==> config.mk <==
export PLATFORM = sky130hd
export DESIGN_NAME = prach_nco_sched_flat
export DESIGN_NICKNAME = d
export VERILOG_FILES = /design/src/rtl/prach_pkg.sv /design/src/rtl/prach_nco_sched_if.sv /design/src/rtl/prach_fcw_bank.sv /design/src/rtl/prach_nco_sched.sv /design/src/flat_wrapper.sv
export SDC_FILE = /design/constraint.sdc
export NUM_CORES = 1
export LEC_CHECK = 0
export CORE_AREA = 4 4 142 280
export DETAILED_ROUTE_END_ITERATION = 7
export DIE_AREA = 0 0 146 284
export GPL_TIMING_DRIVEN = 0
export HOLD_SLACK_MARGIN = 0.08
export PLACE_DENSITY = 0.4
export SKIP_CTS_REPAIR_TIMING = 1
export SLEW_MARGIN = 20
export SYNTH_ARGS = -nofsm -noshare
export SYNTH_HDL_FRONTEND = slang
export SYNTH_SLANG_ARGS = --single-unit
==> constraint.sdc <==
create_clock -name clk -period 8 [get_ports clk]
set_input_delay 1.2 -clock clk [delete_from_list [all_inputs] [get_ports clk]]
set_output_delay 1.2 -clock clk [all_outputs]
set_load 0.05 [all_outputs]
==> src/rtl/prach_pkg.sv <==
// Shared types and phase arithmetic for the PRACH NCO scheduler.
package prach_pkg;

   localparam int PHASE_W   = 11;
   localparam int PHASE_MOD = 1536;
   localparam int CHN_W     = 8;

   typedef logic [PHASE_W-1:0] phase_t;

   typedef enum logic {
      IDLE = 1'b0,
      RUN  = 1'b1
   } nco_sched_state_e;

   // Both operands must already be below PHASE_MOD, so one subtraction is enough.
   function automatic phase_t phase_add(input phase_t a, input phase_t b);
      logic [PHASE_W:0] sum;
      sum = {1'b0, a} + {1'b0, b};
      if (sum >= (PHASE_W+1)'(PHASE_MOD)) begin
         sum = sum - (PHASE_W+1)'(PHASE_MOD);
      end
      return sum[PHASE_W-1:0];
   endfunction

endpackage

==> src/rtl/prach_nco_sched_if.sv <==
// Sample, configuration and phase-output signals of the PRACH NCO scheduler.
interface prach_nco_sched_if;
   import prach_pkg::*;

   logic             din_dv;
   logic [CHN_W-1:0] din_chn;
   logic             sync_in;
   logic             cfg_wr;
   logic [2:0]       cfg_chn;
   phase_t           cfg_fcw;
   logic             cfg_commit;
   logic             cfg_err;
   logic             cfg_pend;
   phase_t           phase;
   logic [CHN_W-1:0] phase_chn;
   logic             phase_dv;
   logic             sync_out;

   modport master (
      output din_dv, din_chn, sync_in, cfg_wr, cfg_chn, cfg_fcw, cfg_commit,
      input  cfg_err, cfg_pend, phase, phase_chn, phase_dv, sync_out
   );

   modport slave (
      input  din_dv, din_chn, sync_in, cfg_wr, cfg_chn, cfg_fcw, cfg_commit,
      output cfg_err, cfg_pend, phase, phase_chn, phase_dv, sync_out
   );

endinterface

==> src/rtl/prach_fcw_bank.sv <==
// Shadow/active FCW banks; shadow is copied to active only on a sync after a commit.
// fcw_eff_o is the active bank as it will be after this cycle (equals active outside sync cycles).
module prach_fcw_bank
   import prach_pkg::*;
#(
   parameter int     NUM_CHN = 4,
   parameter phase_t FCW_RST = phase_t'(432)
) (
   input  logic                       clk,
   input  logic                       rst,
   input  logic                       cfg_wr_i,
   input  logic [2:0]                 cfg_chn_i,
   input  phase_t                     cfg_fcw_i,
   input  logic                       cfg_commit_i,
   input  logic                       sync_i,
   output phase_t [NUM_CHN-1:0]       fcw_eff_o,
   output logic                       cfg_err_o,
   output logic                       cfg_pend_o
);

   phase_t [NUM_CHN-1:0] shadow_q, shadow_d;
   phase_t [NUM_CHN-1:0] active_q, active_d;
   logic                 pend_q, pend_d;
   logic                 err_q, err_d;
   logic                 wr_legal;

   always_comb begin
      wr_legal = (cfg_fcw_i < PHASE_W'(PHASE_MOD)) && ({1'b0, cfg_chn_i} < 4'(NUM_CHN));
      shadow_d = shadow_q;
      for (int i = 0; i < NUM_CHN; i++) begin
         if (cfg_wr_i && wr_legal && (cfg_chn_i == 3'(i))) begin
            shadow_d[i] = cfg_fcw_i;
         end
      end
      // A write in the sync cycle itself is included in the copy.
      active_d = (sync_i && (pend_q || cfg_commit_i)) ? shadow_d : active_q;
      pend_d   = sync_i ? 1'b0 : (pend_q || cfg_commit_i);
      err_d    = err_q || (cfg_wr_i && !wr_legal);
   end

   always_ff @(posedge clk) begin
      if (rst) begin
         shadow_q <= {NUM_CHN{FCW_RST}};
         active_q <= {NUM_CHN{FCW_RST}};
         pend_q   <= 1'b0;
         err_q    <= 1'b0;
      end else begin
         shadow_q <= shadow_d;
         active_q <= active_d;
         pend_q   <= pend_d;
         err_q    <= err_d;
      end
   end

   assign fcw_eff_o  = active_d;
   assign cfg_err_o  = err_q;
   assign cfg_pend_o = pend_q;

endmodule

==> src/rtl/prach_nco_sched.sv <==
// Per-channel phase accumulators for the PRACH NCO with a fixed 2-clock output pipe.
//   state | meaning
//   IDLE  | waiting for first symbol boundary; samples dropped
//   RUN   | accumulating and emitting one phase per valid sample
module prach_nco_sched
   import prach_pkg::*;
#(
   parameter int     NUM_CHN = 4,
   parameter phase_t FCW_RST = phase_t'(432)
) (
   input  logic              clk,
   input  logic              rst,
   prach_nco_sched_if.slave  bus
);

   nco_sched_state_e     state_q, state_d;
   phase_t [NUM_CHN-1:0] acc_q, acc_d;
   phase_t [NUM_CHN-1:0] fcw_eff;
   logic                 smp_ok;
   phase_t               smp_phase;

   logic                 dv1_q, sync1_q, dv2_q, sync2_q;
   logic [CHN_W-1:0]     chn1_q, chn2_q;
   phase_t               ph1_q, ph2_q;
   logic                 cfg_err, cfg_pend;

   prach_fcw_bank #(
      .NUM_CHN (NUM_CHN),
      .FCW_RST (FCW_RST)
   ) u_bank (
      .clk          (clk),
      .rst          (rst),
      .cfg_wr_i     (bus.cfg_wr),
      .cfg_chn_i    (bus.cfg_chn),
      .cfg_fcw_i    (bus.cfg_fcw),
      .cfg_commit_i (bus.cfg_commit),
      .sync_i       (bus.sync_in),
      .fcw_eff_o    (fcw_eff),
      .cfg_err_o    (cfg_err),
      .cfg_pend_o   (cfg_pend)
   );

   always_comb begin
      state_d   = state_q;
      acc_d     = acc_q;
      smp_phase = '0;
      smp_ok    = (state_q == RUN) && bus.din_dv && (bus.din_chn < CHN_W'(NUM_CHN));
      if (bus.sync_in) begin
         state_d = RUN;
         acc_d   = '0;
      end
      for (int i = 0; i < NUM_CHN; i++) begin
         if (smp_ok && (bus.din_chn == CHN_W'(i))) begin
            // On a sync the accumulator restarts from zero, so the next phase is one FCW.
            smp_phase = bus.sync_in ? '0 : acc_q[i];
            acc_d[i]  = bus.sync_in ? fcw_eff[i] : phase_add(acc_q[i], fcw_eff[i]);
         end
      end
   end

   always_ff @(posedge clk) begin
      if (rst) begin
         state_q <= IDLE;
         acc_q   <= '0;
         dv1_q   <= 1'b0;
         chn1_q  <= '0;
         ph1_q   <= '0;
         sync1_q <= 1'b0;
         dv2_q   <= 1'b0;
         chn2_q  <= '0;
         ph2_q   <= '0;
         sync2_q <= 1'b0;
      end else begin
         state_q <= state_d;
         acc_q   <= acc_d;
         dv1_q   <= smp_ok;
         chn1_q  <= smp_ok ? bus.din_chn : '0;
         ph1_q   <= smp_phase;
         sync1_q <= bus.sync_in;
         dv2_q   <= dv1_q;
         chn2_q  <= chn1_q;
         ph2_q   <= ph1_q;
         sync2_q <= sync1_q;
      end
   end

   assign bus.phase     = ph2_q;
   assign bus.phase_chn = chn2_q;
   assign bus.phase_dv  = dv2_q;
   assign bus.sync_out  = sync2_q;
   assign bus.cfg_err   = cfg_err;
   assign bus.cfg_pend  = cfg_pend;

endmodule
==> src/flat_wrapper.sv <==
// flat-port wrapper written by rule: the top's interface ports become plain ports
module prach_nco_sched_flat import prach_pkg::*;
#(
   parameter int     NUM_CHN = 4,
   parameter phase_t FCW_RST = phase_t'(432)
)
  (clk, rst, bus_din_dv, bus_din_chn, bus_sync_in, bus_cfg_wr, bus_cfg_chn, bus_cfg_fcw, bus_cfg_commit, bus_cfg_err, bus_cfg_pend, bus_phase, bus_phase_chn, bus_phase_dv, bus_sync_out);
  prach_nco_sched_if bus_i ();
  input  logic clk;
  input  logic rst;
  input wire logic [$bits(bus_i.din_dv)-1:0] bus_din_dv;
  input wire logic [$bits(bus_i.din_chn)-1:0] bus_din_chn;
  input wire logic [$bits(bus_i.sync_in)-1:0] bus_sync_in;
  input wire logic [$bits(bus_i.cfg_wr)-1:0] bus_cfg_wr;
  input wire logic [$bits(bus_i.cfg_chn)-1:0] bus_cfg_chn;
  input wire logic [$bits(bus_i.cfg_fcw)-1:0] bus_cfg_fcw;
  input wire logic [$bits(bus_i.cfg_commit)-1:0] bus_cfg_commit;
  output wire logic [$bits(bus_i.cfg_err)-1:0] bus_cfg_err;
  output wire logic [$bits(bus_i.cfg_pend)-1:0] bus_cfg_pend;
  output wire logic [$bits(bus_i.phase)-1:0] bus_phase;
  output wire logic [$bits(bus_i.phase_chn)-1:0] bus_phase_chn;
  output wire logic [$bits(bus_i.phase_dv)-1:0] bus_phase_dv;
  output wire logic [$bits(bus_i.sync_out)-1:0] bus_sync_out;
  assign bus_i.din_dv = bus_din_dv;
  assign bus_i.din_chn = bus_din_chn;
  assign bus_i.sync_in = bus_sync_in;
  assign bus_i.cfg_wr = bus_cfg_wr;
  assign bus_i.cfg_chn = bus_cfg_chn;
  assign bus_i.cfg_fcw = bus_cfg_fcw;
  assign bus_i.cfg_commit = bus_cfg_commit;
  assign bus_cfg_err = bus_i.cfg_err;
  assign bus_cfg_pend = bus_i.cfg_pend;
  assign bus_phase = bus_i.phase;
  assign bus_phase_chn = bus_i.phase_chn;
  assign bus_phase_dv = bus_i.phase_dv;
  assign bus_sync_out = bus_i.sync_out;
  prach_nco_sched #(.NUM_CHN(NUM_CHN), .FCW_RST(FCW_RST)) u_core (.clk(clk), .rst(rst), .bus(bus_i));
endmodule
==> impl_metrics.toml <==
[synth]
yosysWarningCount = 0
ys_async_sr_fraction_pct = 0
yosys-top-cells-area = "dfxtp_1 40%, nor2_1 6.8%, ha_1 6.7%"
synth_top_area_share_pct = 39.75
ys.flop_type = "dfxtp_1"
synth_enable_flop_cells = 0
avgSynthCellArea_um2 = 8.457
syn_area_um2 = 8914
synth_cells = 1054
yosys.area.top_type = "dfxtp_1"
ys_seq_area_share_pct = 39.75
yosysUniqueCellTypes = 69
ys_ff_latch = 177

[cts]
cts_root_buffer = "clkbuf_16"
cts_tree = "yes"
clkTransAtPathRegs_ns = 0.07
cts_made_buffers = 17
htreeDepth = 4
clockBufferDepth = 2
cts_num_sinks = 177
insertion_delay_ns = 0.45

[setup_path]
path_cells = "clkdlybuf4s50_1 -> o21ai_1 -> clkbuf_1 -> clkbuf_1 -> o21ai_0 -> ha_1 -> inv_1 -> fa_1 -> nor2b_4 -> o31a_1 -> o31a_1 -> o21a_1 -> o21ai_1 -> or4b_1 -> a21oi_1"
critPathKind = "in2reg"
cp_top_family = "compound AO/OA/AOI/OAI gates"
slowest_delay_ns = 0.59
path_max_fanout = 10
path_buf_inv = 4
critPathCaptureType = "flip-flop"
cp.arrival_ns = 6.09
critPathLaunchType = "input port"
critPathRequiredTime_ns = 8.37
critPathSlowestCell = "o21ai_1"

[timing]
fin_tns_setup_ns = 0
min_period_ns = 5.722
rsz0062_at_grt = "false"
setup_viol = 0
final.setup_skew_ns = 0.01259
slew_violations = 0
worst_pin_slew_ns = 1.081
min_period_over_period_pct = 71.52
finalHoldViolCount = 0
maxSlewHeadroom_pct = 27.19
max_freq_ghz = 0.1748

[floorplanning]
die_x_um = 146
start_util_pct = 23.83
rows = 100
fp.dieH_um = 284
core_um2 = 37410
num_io_pins = 51
dieArea_um2 = 41460

[drt]
routed_via_density = 4.826
antenna_left = 0
firstDrtPassIters = 5
drtIter0Drc = 347
wl_per_cell_um = 20.70
drc = 0
vias = 7712
totalWireLength_um = 33080

[finish]
layout.nets = 1206
seq_area_um2 = 3543
multiInputGateArea_um2 = 5020
syn_to_final_growth_pct = 18.66
n_antenna_cell = 0
fillers = 3999
layout-drive-gt1-share_pct = 5.531

[hold_path]
worstHoldPathType = "reg2reg"

[placed_design]
numPortBuffers = 48
routabilityCongestion = 0.8683
dp_hpwl_um = 26260

[grt]
grt_pass1_vias = 7792
antenna_found_initial = 0
globalRouteOverflowTotal = 0
grt_use_total_pct = 15.87
grt_pass1_wl_um = 48740
grt_max_degree = 17

[pwr]
p_total_mw = 1.937
leakagePower_nw = 4.134
powerDensity_nw_per_um2 = 183.1
peakVddDrop_mv = 0.1021

[run]
drv_cap = 0

[outcome]
outcome = "finished clean"
cells in the final DEF (no fill, tap or decap), types with 7 or more instances in the layout:
cell | Yosys | routed
dfxtp_1 | 177 | 177
nor2_1 | 161 | 161
a21oi_1 | 86 | 86
nand2_1 | 69 | 69
mux2i_1 | 56 | 56
ha_1 | 48 | 48
clkdlybuf4s50_1 | 0 | 48
clkbuf_1 | 45 | 45
o21ai_0 | 46 | 45
nor2b_1 | 45 | 45
inv_1 | 40 | 40
nand2b_1 | 34 | 34
o21a_1 | 18 | 18
clkbuf_16 | 0 | 17
nor3_1 | 15 | 15
nand3_1 | 14 | 14
o22a_1 | 14 | 14
a211oi_1 | 14 | 14
or2_2 | 13 | 13
or3_1 | 12 | 12
a221oi_1 | 12 | 12
xnor2_1 | 11 | 11
o21ai_1 | 7 | 8
buf_2 | 7 | 7
registers in the layout (all words and copies together), names as in the netlist:
signal,count
u_core.acc_q,44
u_core.u_bank.active_q,44
u_core.u_bank.shadow_q,44
u_core.bus.phase,11
u_core.ph1_q,11
u_core.bus.phase_chn,8
u_core.chn1_q,8
u_core.bus.phase_dv,1
u_core.bus.sync_out,1
u_core.dv1_q,1
u_core.state_q,1
u_core.sync1_q,1
u_core.u_bank.cfg_err_o,1
u_core.u_bank.cfg_pend_o,1
worst paths after layout:
kind                            start                       to  slack [ns]  cells past startpoint
max                    bus_cfg_commit         u_core.acc_q[30]        2.28                     15
min                  u_core.chn1_q[3]  u_core.bus.phase_chn[3]        0.43                      1
max reg2reg  u_core.u_bank.cfg_pend_o         u_core.acc_q[30]        3.13                     14
min reg2reg          u_core.chn1_q[3]  u_core.bus.phase_chn[3]        0.43                      1
cell families after synthesis:
kind of cell	Yosys count	synth area share [%]
flops	177	39.75
other cells	1	0.04207
fa+ha+maj	52	7.636
mux	58	6.541
simple gates	399	21.90
buf+inv	95	4.141
compound gates	260	18.81
xor+xnor	12	1.179
per-stage QoR:
step | hold WS, ns | instance area [um^2] | util [%] | instances | setup WS, ns
6_report | 0.4292 | 10580 | 28.27 | 1598 | 2.278
3_5_place_dp | 0.4218 | 9987 | 26.70 | 1566 | 1.763
5_1_grt | 0.4556 | 10580 | 28.27 | 1598 | 1.997
4_1_cts | 0.4369 | 10580 | 28.27 | 1598 | 2.216
3_3_place_gp | 0.4175 | 9987 | 26.70 | 1566 | 1.745
2_1_floorplan | 0.4138 | 8932 | - | 1059 | 3.463
cells in the mapped netlist (all sizes together), types with 3 or more instances:
library cell / count
dfxtp: 177
nor2: 161
a21oi: 86
nand2: 70
mux2i: 56
o21ai: 53
ha: 48
nor2b: 46
clkbuf: 45
inv: 40
nand2b: 34
o21a: 18
nor3: 17
a211oi: 15
nand3: 14
o22a: 14
or2: 14
a221oi: 12
or3: 12
xnor2: 11
buf: 10
a22oi: 6
and2: 6
nand4: 6
o21bai: 6
o22ai: 6
o31a: 6
a21o: 5
a31oi: 5
a2bb2oi: 4
fa: 4
nor4: 4
o211ai: 4
and3: 3
report_power, final:
part | switching [mW] | internal [mW] | total [mW]
logic | 0.121 | 0.0556 | 0.177
registers | 0.00426 | 0.896 | 0.901
clock network | 0.387 | 0.473 | 0.860
total | 0.512 | 1.42 | 1.94
cell type report:
type                       count  share of cell area (%)
timing repair buffer          48                   4.543
clock buffer                  18                   4.152
multi-input combinational    787                   47.46
inverter                      40                   1.420
buffer                        55                   2.070
sequential                   177                   33.50
clock inverter                14                   1.420
tap                          459                   5.430
per-layer routing:
| metal | share of wire, % | GRT usage [%] | routed length [um] | vias up |
|---|---|---|---|---|
| met4 | 5.7 | 9.020 | 1891 | 0 |
| met2 | 57 | 32.03 | 18800 | 138 |
| li1 | - | - | - | 3822 |
| met3 | 2.3 | 1.934 | 746 | 43 |
| met5 | 0 | 0 | 0 | - |
| met1 | 35 | 14.99 | 11640 | 3709 |
Power figures use the tool's default switching activity.
